===== config.mk =====
export PLATFORM = sky130hd
export DESIGN_NAME = rr_arbiter_core_flat
export DESIGN_NICKNAME = d
export VERILOG_FILES = /design/src/rtl/arbiter_pkg.sv /design/src/rtl/rr_arbiter_core_if.sv /design/src/rtl/rr_priority_pick.sv /design/src/rtl/rr_arbiter_core.sv /design/src/flat_wrapper.sv
export SDC_FILE = /design/constraint.sdc
export NUM_CORES = 1
export LEC_CHECK = 0
export BUFFER_PORTS_ARGS = -buffer_cell sky130_fd_sc_hd__buf_2
export CAP_MARGIN = 20
export CORE_ASPECT_RATIO = 0.6
export CORE_MARGIN = 8
export CORE_UTILIZATION = 59
export CTS_CLUSTER_DIAMETER = 150
export CTS_CLUSTER_SIZE = 12
export DETAILED_ROUTE_END_ITERATION = 8
export GPL_TIMING_DRIVEN = 0
export PLACE_DENSITY_LB_ADDON = 0.15
export SYNTH_ARGS = -nofsm -noshare
export SYNTH_HDL_FRONTEND = slang
export SYNTH_SLANG_ARGS = --single-unit

===== constraint.sdc =====
create_clock -name clk -period 8.83 [get_ports clk]
set_clock_uncertainty 0.15 [all_clocks]
set_input_delay 1.766 -clock clk [delete_from_list [all_inputs] [get_ports clk]]
set_output_delay 1.766 -clock clk [all_outputs]
set_load 0.02 [all_outputs]

===== src/rtl/arbiter_pkg.sv =====
// Shared defaults and state encoding for the round-robin arbiter slice.
package arbiter_pkg;

  localparam int unsigned N_REQ_DEF    = 8;
  localparam int unsigned IDX_W_DEF    = $clog2(N_REQ_DEF);
  localparam int unsigned MAX_HOLD_DEF = 16;

  typedef enum logic {
    IDLE  = 1'b0,
    GRANT = 1'b1
  } state_t;

endpackage


===== src/rtl/rr_arbiter_core_if.sv =====
// Request/grant bundle between requesters and the arbiter core.
interface rr_arbiter_core_if #(
  parameter int unsigned N_REQ = arbiter_pkg::N_REQ_DEF
) ();

  localparam int unsigned IDX_W = $clog2(N_REQ);

  logic             arb_en_i;
  logic [N_REQ-1:0] req_i;
  logic             grant_en_o;
  logic [IDX_W-1:0] grant_idx_o;
  logic             busy_o;

  // Requester side: drives requests, observes the grant.
  modport master (
    output arb_en_i,
    output req_i,
    input  grant_en_o,
    input  grant_idx_o,
    input  busy_o
  );

  // Arbiter side: samples requests, drives the grant.
  modport slave (
    input  arb_en_i,
    input  req_i,
    output grant_en_o,
    output grant_idx_o,
    output busy_o
  );

endinterface


===== src/rtl/rr_priority_pick.sv =====
// Combinational round-robin search: first set bit of req at or after start, wrapping.
module rr_priority_pick #(
  parameter int unsigned N_REQ = 8
) (
  input  logic [N_REQ-1:0]         req,
  input  logic [$clog2(N_REQ)-1:0] start,
  output logic                     found_c,
  output logic [$clog2(N_REQ)-1:0] idx_c
);

  localparam int unsigned IDX_W = $clog2(N_REQ);

  logic [N_REQ-1:0] rot;
  logic [IDX_W-1:0] off;

  // Rotate so start sits at bit 0, find the lowest set bit, add start back (wraps mod N_REQ).
  always_comb begin
    rot     = N_REQ'({req, req} >> start);
    found_c = 1'b0;
    off     = '0;
    for (int unsigned i = 0; i < N_REQ; i++) begin
      if (!found_c && rot[i]) begin
        found_c = 1'b1;
        off     = IDX_W'(i);
      end
    end
    idx_c = start + off;
  end

endmodule


===== src/rtl/rr_arbiter_core.sv =====
// Round-robin arbiter with grant hold and preemption after MAX_HOLD contended cycles.
module rr_arbiter_core
  import arbiter_pkg::*;
#(
  parameter int unsigned N_REQ    = N_REQ_DEF,
  parameter int unsigned MAX_HOLD = MAX_HOLD_DEF
) (
  input  logic               clk,
  input  logic               rst_n,
  rr_arbiter_core_if.slave   arb
);

  localparam int unsigned IDX_W = $clog2(N_REQ);
  localparam int unsigned HC_W  = $clog2(MAX_HOLD) + 1;
  localparam logic [HC_W-1:0] HOLD_LAST = HC_W'(MAX_HOLD - 1);

  state_t           state_q;
  logic             grant_en_q;
  logic [IDX_W-1:0] grant_idx_q;
  logic [IDX_W-1:0] ptr_q;
  logic [HC_W-1:0]  hold_cnt_q;

  logic [N_REQ-1:0] others;
  logic             winner_req;
  logic [N_REQ-1:0] pick_vec;
  logic             pick_found;
  logic [IDX_W-1:0] pick_idx;

  // Current winner's request and the remaining requesters with the winner masked off.
  assign winner_req = arb.req_i[grant_idx_q];
  assign others     = arb.req_i & ~(N_REQ'(1) << grant_idx_q);

  // One search serves both states: full vector from IDLE, competitors only while granting.
  assign pick_vec = (state_q == GRANT) ? others : arb.req_i;

  rr_priority_pick #(
    .N_REQ (N_REQ)
  ) u_pick (
    .req     (pick_vec),
    .start   (ptr_q),
    .found_c (pick_found),
    .idx_c   (pick_idx)
  );

  // Arbitration FSM with registered grant, search pointer and hold counter.
  always_ff @(posedge clk or negedge rst_n) begin
    if (!rst_n) begin
      state_q     <= IDLE;
      grant_en_q  <= 1'b0;
      grant_idx_q <= '0;
      ptr_q       <= '0;
      hold_cnt_q  <= '0;
    end else begin
      case (state_q)
        IDLE: begin
          if (arb.arb_en_i && pick_found) begin
            state_q     <= GRANT;
            grant_en_q  <= 1'b1;
            grant_idx_q <= pick_idx;
            ptr_q       <= pick_idx + IDX_W'(1);
            hold_cnt_q  <= '0;
          end
        end
        GRANT: begin
          if (!arb.arb_en_i) begin
            state_q    <= IDLE;
            grant_en_q <= 1'b0;
          end else if (!winner_req) begin
            if (pick_found) begin
              grant_idx_q <= pick_idx;
              ptr_q       <= pick_idx + IDX_W'(1);
              hold_cnt_q  <= '0;
            end else begin
              state_q    <= IDLE;
              grant_en_q <= 1'b0;
            end
          end else if (hold_cnt_q == HOLD_LAST) begin
            // Preempt only when someone else waits; otherwise keep the grant, counter saturated.
            if (pick_found) begin
              grant_idx_q <= pick_idx;
              ptr_q       <= pick_idx + IDX_W'(1);
              hold_cnt_q  <= '0;
            end
          end else begin
            hold_cnt_q <= hold_cnt_q + HC_W'(1);
          end
        end
        default: begin
          state_q    <= IDLE;
          grant_en_q <= 1'b0;
        end
      endcase
    end
  end

  assign arb.grant_en_o  = grant_en_q;
  assign arb.grant_idx_o = grant_idx_q;
  assign arb.busy_o      = grant_en_q;

endmodule


===== src/flat_wrapper.sv =====
// flat-port wrapper written by rule: the top's interface ports become plain ports
module rr_arbiter_core_flat import arbiter_pkg::*;
#(
  parameter int unsigned N_REQ    = N_REQ_DEF,
  parameter int unsigned MAX_HOLD = MAX_HOLD_DEF
)
  (clk, rst_n, arb_arb_en_i, arb_req_i, arb_grant_en_o, arb_grant_idx_o, arb_busy_o);
  rr_arbiter_core_if #(.N_REQ(N_REQ)) arb_i ();
  input  logic clk;
  input  logic rst_n;
  input wire logic [$bits(arb_i.arb_en_i)-1:0] arb_arb_en_i;
  input wire logic [$bits(arb_i.req_i)-1:0] arb_req_i;
  output wire logic [$bits(arb_i.grant_en_o)-1:0] arb_grant_en_o;
  output wire logic [$bits(arb_i.grant_idx_o)-1:0] arb_grant_idx_o;
  output wire logic [$bits(arb_i.busy_o)-1:0] arb_busy_o;
  assign arb_i.arb_en_i = arb_arb_en_i;
  assign arb_i.req_i = arb_req_i;
  assign arb_grant_en_o = arb_i.grant_en_o;
  assign arb_grant_idx_o = arb_i.grant_idx_o;
  assign arb_busy_o = arb_i.busy_o;
  rr_arbiter_core #(.N_REQ(N_REQ), .MAX_HOLD(MAX_HOLD)) u_core (.clk(clk), .rst_n(rst_n), .arb(arb_i));
endmodule

# After elaboration in Yosys (flattened, before gate mapping)
# Cells that the tools add are included.
[totals]
elab_cells = 84
inputBits = 11
register_bits = 13
output_inout_bits = 5
[classes]
eq_ne = 6
n_bitwise = 3
mux = 46
n_addsub = 3
n_lt_le_gt_ge = 1
n_reduce_logical = 18
shifts = 2
[ops]
columns = ["op", "count"]
rows = [
  ["$mux 3", 16],
  ["$mux 5", 5],
  ["$mux 1", 18],
  ["$shr 16x3->8", 1],
  ["$pmux 3 s2", 2],
  ["$pmux 5 s2", 1],
  ["$ne 3x3->1 const B", 3],
  ["$and 8x8->8", 1],
  ["$logic_and 1x1->1", 8],
  ["$mux 8", 1],
  ["$not 8->8", 1],
  ["$shl 1x3->8 const A", 1],
  ["$logic_not 1->1", 7],
  ["$reduce_and 3->1", 2],
  ["$add 5x1->5 const B", 1],
  ["$eq 5x4->1 const B", 1],
  ["$lt 3x4->1 const B", 1],
  ["$pmux 1 s2", 2],
  ["$add 3x1->3 const B", 1],
  ["$add 3x3->3", 1],
  ["$bmux 1 s3", 1],
  ["$ne 2x1->1 const B", 1],
  ["$ne 2x2->1 const B", 1],
  ["$reduce_and 2->1", 1],
  ["$not 1->1", 1],
]

# Longest topological paths before layout
[logic_depth]
ltp_word = 34
ltp_mapped = 16

# By module
# A second synthesis with hierarchy kept.
[unflattened]
hier_cells = 164
hier_area_um2 = 1565.3
[modules_own_cells]
columns = ["module", "seq_area_each_um2", "area_each_um2", "n_inst", "cells_each"]
rows = [
  ["rr_arbiter_core", 325.3, 943.4, 1, 89],
  ["rr_priority_pick", 0.0, 621.8, 1, 75],
]

# Worst setup path after synthesis
# OpenSTA, ideal clock, no wires.
[synth_timing]
path_type = "in2reg"
startpoint = "input port arb_req_i[3]"
endpoint = "register u_core.ptr_q[2]"
path_slack_ns = 4.074
t_arrival_ns = 4.503
path_stages = 13
setup_ns = 0.104
path_buffers = 1
path_cell_list = "nor4b_1 -> o21ai_1 -> o311ai_0 -> or4b_4 -> o21ai_4 -> buf_8 -> o32ai_1 -> ha_1 -> fa_1 -> ha_1 -> xnor2_1 -> and4b_1 -> o311ai_1"
[synth_between]
elab_chain_len = 32
[synth_rtl]
columns = ["element", "line_no", "source"]
rows = [
  ["start: declaration", "flat_wrapper.sv:12", "input wire logic [$bits(arb_i.req_i)-1:0] arb_req_i;"],
  ["$and 8x8->8", "rr_arbiter_core.sv:31", "assign others = arb.req_i & ~(N_REQ'(1) << grant_idx_q);"],
  ["$mux 8 (*)", "rr_arbiter_core.sv:34", "assign pick_vec = (state_q == GRANT) ? others : arb.req_i;"],
  ["$shr 16x3->8 (*)", "rr_priority_pick.sv:18", "rot = N_REQ'({req, req} >> start);"],
  ["$mux 1", "rr_priority_pick.sv:22", "if (!found_c && rot[i]) begin"],
  ["$logic_not 1->1", "rr_priority_pick.sv:22", ""],
  ["$logic_and 1x1->1", "rr_priority_pick.sv:22", ""],
  ["$mux 1", "rr_priority_pick.sv:22", ""],
  ["$logic_not 1->1", "rr_priority_pick.sv:22", ""],
  ["[17 not listed]", "-", ""],
  ["$add 3x3->3 (*)", "rr_priority_pick.sv:27", "idx_c = start + off;"],
  ["named net u_core.pick_idx[1]", "rr_arbiter_core.sv:27", "logic [IDX_W-1:0] pick_idx;"],
  ["$add 3x1->3 (*)", "rr_arbiter_core.sv:60, rr_arbiter_core.sv:71, rr_arbiter_core.sv:81", ""],
  ["$mux 3", "rr_arbiter_core.sv:69, rr_arbiter_core.sv:79", ""],
  ["$mux 3", "rr_arbiter_core.sv:77", "end else if (hold_cnt_q == HOLD_LAST) begin"],
  ["$mux 3", "rr_arbiter_core.sv:68", "end else if (!winner_req) begin"],
  ["$mux 3", "rr_arbiter_core.sv:65", "if (!arb.arb_en_i) begin"],
  ["$pmux 3 s2 (*)", "rr_arbiter_core.sv:54", "case (state_q)"],
  ["end signal: assignment", "rr_arbiter_core.sv:60", "ptr_q <= pick_idx + IDX_W'(1);"],
  ["end signal: assignment", "rr_arbiter_core.sv:71", "ptr_q <= pick_idx + IDX_W'(1);"],
  ["end signal: assignment", "rr_arbiter_core.sv:81", "ptr_q <= pick_idx + IDX_W'(1);"],
  ["end: declaration", "rr_arbiter_core.sv:20", "logic [IDX_W-1:0] ptr_q;"],
]
# Mark *: on every way through the listed nets, which the timed path passes. The rest lies on a longest branch. The select of a mux whose other input is x is not followed.
# A chain may end at the register's enable or synchronous reset.

# Final worst setup path
# Ends and elaborated chain as after synthesis.

==> flow_summary.html <==
<table>
<tr><th>Metric</th><th>Value</th></tr>
<tr><th colspan="2">STA</th></tr>
<tr><td>Highest achievable clock rate</td><td>roughly 190 MHz</td></tr>
<tr><td>Worst-Margin Slew</td><td>0.7044 ns</td></tr>
<tr><td>Sum of negative setup slack</td><td>0 ns</td></tr>
<tr><td>Worst slew slack as a fraction of its limit</td><td>a little over half</td></tr>
<tr><td>Share of the clock period used by the worst path after layout</td><td>58.95%</td></tr>
<tr><td>Endpoints failing setup</td><td>0</td></tr>
<tr><td>Number of pins with negative max-slew slack in the final report</td><td>0</td></tr>
<tr><td>Hold slack final</td><td>0.3812 ns</td></tr>
<tr><td>Setup repair after global routing missed its margin</td><td>false</td></tr>
<tr><td>Min Clock Period, post-route</td><td>roughly 5.2 ns</td></tr>
<tr><td>Final-report hold violation count</td><td>0</td></tr>
<tr><th colspan="2">Drt</th></tr>
<tr><td>First DRT Iteration DRCs</td><td>around 170</td></tr>
<tr><td>Routed length per placed instance</td><td>19.35 um</td></tr>
<tr><td>Number of vias after detailed routing</td><td>~1,700</td></tr>
<tr><td>Ratio of routed vias to standard cells</td><td>6.649</td></tr>
<tr><td>Remaining design rule violation count</td><td>0</td></tr>
<tr><td>Post-detailed-route count of antenna-violating nets</td><td>0</td></tr>
<tr><td>First-pass iteration count of the detailed router</td><td>5</td></tr>
<tr><td>Total wire length</td><td>5.011 mm</td></tr>
<tr><th colspan="2">Global route</th></tr>
<tr><td>Initial antenna violation count</td><td>0</td></tr>
<tr><td>Number of global-route vias before repair</td><td>1,618</td></tr>
<tr><td>Global-route wire length before repair</td><td>between 8 and 9 mm</td></tr>
<tr><td>All-Layer GR Usage</td><td>20.73%</td></tr>
<tr><td>Sum of overflow across all layers after global routing</td><td>0</td></tr>
<tr><td>Largest net degree at the start of global routing</td><td>14</td></tr>
<tr><th colspan="2">Setup path</th></tr>
<tr><td>Critical path class</td><td>in2reg</td></tr>
<tr><td>Signal arrival time at the worst endpoint</td><td>5.20 ns</td></tr>
<tr><td>Endpoint kind of the worst setup timing path</td><td>flop</td></tr>
<tr><td>Top fanout value on the critical path</td><td>10</td></tr>
<tr><td>Required time at the worst-slack endpoint</td><td>8.82 ns</td></tr>
<tr><td>Startpoint types</td><td>input pin</td></tr>
<tr><th colspan="2">Synth</th></tr>
<tr><td>Most area-consuming cells after synthesis</td><td>sky130_fd_sc_hd__dfrtp_1 18%, sky130_fd_sc_hd__mux2i_1 5.6%, sky130_fd_sc_hd__mux4_2 3.8%</td></tr>
<tr><td>Number of different library cells in the post-synthesis netlist</td><td>74</td></tr>
<tr><td>Sequential share of the synthesized area</td><td>18.07%</td></tr>
<tr><td>EDFF count, synth</td><td>0</td></tr>
<tr><td>Proportion of register bits with asynchronous set or reset after synthesis</td><td>100.0%</td></tr>
<tr><td>List of most frequent post-synthesis cells</td><td>13 x sky130_fd_sc_hd__dfrtp_1, 13 x sky130_fd_sc_hd__nand2_1, 12 x sky130_fd_sc_hd__nor2_1, 11 x sky130_fd_sc_hd__inv_1, 10 x sky130_fd_sc_hd__mux2i_1</td></tr>
<tr><td>Mapped Avg Cell Area</td><td>9.093 sq um</td></tr>
<tr><td>Number of warnings issued by yosys</td><td>0</td></tr>
<tr><td>Syn Std Cell Area</td><td>1800 sq um</td></tr>
<tr><td>Post-synthesis cell count</td><td>just under 200</td></tr>
<tr><td>Cell taking the most area after synthesis</td><td>sky130_fd_sc_hd__dfrtp_1</td></tr>
<tr><td>Number of synthesized register bits</td><td>13</td></tr>
<tr><td>Total nets after synthesis</td><td>213</td></tr>
<tr><td>Most common flop cell mapped by yosys</td><td>sky130_fd_sc_hd__dfrtp_1</td></tr>
<tr><td>Top cell type's share of synthesized area</td><td>between 15 and 20%</td></tr>
<tr><th colspan="2">Place</th></tr>
<tr><td>Total placed cells including tap cells</td><td>about 260</td></tr>
<tr><td>Routability-driven placement congestion ratio</td><td>0.9802</td></tr>
<tr><td>Buffers on Ports</td><td>15</td></tr>
<tr><td>DP Wirelength</td><td>3.882 mm</td></tr>
<tr><th colspan="2">Final layout</th></tr>
<tr><td>Number of antenna diodes</td><td>0</td></tr>
<tr><td>Count of placed standard cells in the final layout, fillers left out</td><td>259</td></tr>
<tr><td>Share of final-layout standard cells stronger than drive strength 1</td><td>25.35%</td></tr>
<tr><td>Number of nets in the finished design</td><td>233</td></tr>
<tr><td>Layout area overhead</td><td>9.590%</td></tr>
<tr><th colspan="2">CTS</th></tr>
<tr><td>Number of buffers created by CTS</td><td>3</td></tr>
<tr><td>CTS Hold Buffers Added</td><td>0</td></tr>
<tr><td>Number of sinks on the clock net</td><td>13</td></tr>
<tr><td>Setup fix buffers added after clock tree synthesis</td><td>0</td></tr>
<tr><td>Root cell of the clock tree</td><td>sky130_fd_sc_hd__clkbuf_8</td></tr>
<tr><td>Maximum number of buffers from clock root to sink</td><td>2</td></tr>
<tr><td>CTS clk-pin slew, worst paths</td><td>0.06 ns</td></tr>
<tr><td>CTS tree</td><td>built</td></tr>
<tr><td>Clock H-tree levels</td><td>1</td></tr>
<tr><td># resized after CTS</td><td>0</td></tr>
<tr><td>Latest clock arrival within the worst-skew pair</td><td>0.25 ns</td></tr>
<tr><th colspan="2">Floorplanning</th></tr>
<tr><td>Number of primary I/O pins</td><td>16</td></tr>
<tr><td>Die width</td><td>87.32 um</td></tr>
<tr><td>Initial core utilization</td><td>62.29%</td></tr>
<tr><td>Die Span Y</td><td>58.79 um</td></tr>
<tr><td>Full die area</td><td>5133 sq um</td></tr>
<tr><td>Core area</td><td>~2900 sq um</td></tr>
<tr><td>Num rows</td><td>15</td></tr>
<tr><th colspan="2">Hold path</th></tr>
<tr><td>Worst hold path class</td><td>reg2reg</td></tr>
<tr><th colspan="2">Run</th></tr>
<tr><td>Reported max-cap violation count</td><td>0</td></tr>
<tr><th colspan="2">Power and ir drop</th></tr>
<tr><td>Power density normalized to cell area</td><td>roughly 410 nW/um^2</td></tr>
<tr><td>Largest vdd supply drop</td><td>256.1 uV</td></tr>
<tr><td>Post-layout total power</td><td>between 800 and 900 uW</td></tr>
<tr><td>Leakage power summed over all cells</td><td>0.0008240 uW</td></tr>
<tr><th colspan="2">Outcome</th></tr>
<tr><td>Result of the run</td><td>finished, final reports clean</td></tr>
</table>
-- through the flow --
| step | setup WS, ns | area [sq um] | util, % |
|---|---|---|---|
| global route | 3.349 | 1973 | 68.27 |
| detailed placement | 3.455 | 1928 | 66.71 |
| finish | 3.624 | 1973 | 68.27 |
| floorplan | 4.074 | 1800 | - |
| CTS | 3.716 | 1973 | 68.27 |
| global placement | 3.446 | 1928 | 66.71 |
-- cell type report --
type | instances | area, sq um
plain buffers | 14 | 106.4
clock buffers | 4 | 45.04
fillers | 257 | 917.1
inverters | 12 | 45.04
multi-input cells | 159 | 1324
flip-flops and latches | 13 | 325.3
well taps | 42 | 52.55
repair buffers | 15 | 75.07
-- path summary, 6_finish.rpt --
| kind | start | end | slack (ns) | depth (start not counted) |
|---|---|---|---|---|
| worst max-delay path | arb_req_i[3] | u_core.ptr_q[2] | 3.62 | 14 |
| worst min-delay path | u_core.hold_cnt_q[4] | u_core.hold_cnt_q[4] | 0.38 | 1 |
| worst max register to register | u_core.ptr_q[1] | u_core.ptr_q[2] | 4.63 | 15 |
| worst min register to register | u_core.hold_cnt_q[4] | u_core.hold_cnt_q[4] | 0.38 | 1 |
| max in group asynchronous | rst_n | u_core.ptr_q[0] | 7.04 | 1 |
| min in group asynchronous | rst_n | u_core.hold_cnt_q[3] | 1.25 | 1 |
-- cells in the final DEF (no fill, tap or decap), types with 4 or more instances in the layout --
master and n:
sky130_fd_sc_hd__a21oi_1 7, sky130_fd_sc_hd__nor2_1 12, sky130_fd_sc_hd__nor2b_1 7, sky130_fd_sc_hd__buf_4 5, sky130_fd_sc_hd__inv_1 11, sky130_fd_sc_hd__mux2i_1 10
sky130_fd_sc_hd__dfrtp_1 13, sky130_fd_sc_hd__nor3_1 6, sky130_fd_sc_hd__clkbuf_1 4, sky130_fd_sc_hd__nand3_1 5, sky130_fd_sc_hd__mux2_2 4, sky130_fd_sc_hd__a31oi_1 5
sky130_fd_sc_hd__buf_2 16, sky130_fd_sc_hd__o21ai_0 4, sky130_fd_sc_hd__a211oi_1 5, sky130_fd_sc_hd__nand2_1 13
-- critical path: stages --
cell	delay, ns
sky130_fd_sc_hd__buf_2	0.14
sky130_fd_sc_hd__nor4b_1	0.26
sky130_fd_sc_hd__o21ai_1	0.17
sky130_fd_sc_hd__o311ai_0	0.41
sky130_fd_sc_hd__or4b_4	0.24
sky130_fd_sc_hd__o21ai_4	0.08
sky130_fd_sc_hd__buf_8	0.16
sky130_fd_sc_hd__o32ai_1	0.33
sky130_fd_sc_hd__ha_1	0.23
sky130_fd_sc_hd__fa_1	0.44
sky130_fd_sc_hd__ha_1	0.22
sky130_fd_sc_hd__xnor2_1	0.35
sky130_fd_sc_hd__nor4b_1	0.11
sky130_fd_sc_hd__o311ai_1	0.30
-- logic make-up (layout without fill, tap and decap cells) --
family          count (synthesis)  in the layout  synth area share (%)
xor+xnor                        3              3                 1.460
flops                          13             13                 18.07
mux                            22             22                 16.40
fa+ha+maj                       4              4                 3.197
buf+inv                        26             45                 8.408
compound gates                 51             51                 23.35
simple gates                   79             79                 29.12
-- registers in the layout (all words and copies together) (netlist names) --
name,flops
u_core.state_q,1
u_core.ptr_q,3
u_core.arb.grant_idx_o,3
u_core.hold_cnt_q,5
u_core.arb.busy_o,1
-- routing by layer --
layer  track usage, %  wire, um  share of wire [%]  vias to the layer above
met5                0         0                  0                        -
met4            5.340        36               0.72                        0
met3            5.409       545                 11                        5
met2            26.61      2004                 40                       90
met1            31.83      2426                 48                      822
li1                 -         -                  -                      805
-- power breakdown --
group          internal [uW]  switching, uW  leakage [uW]
Sequential              81.2           29.0      0.000164
Combinational            276            364      0.000637
Clock                   31.9           22.2     0.0000228
Power figures use the tool's default switching activity.
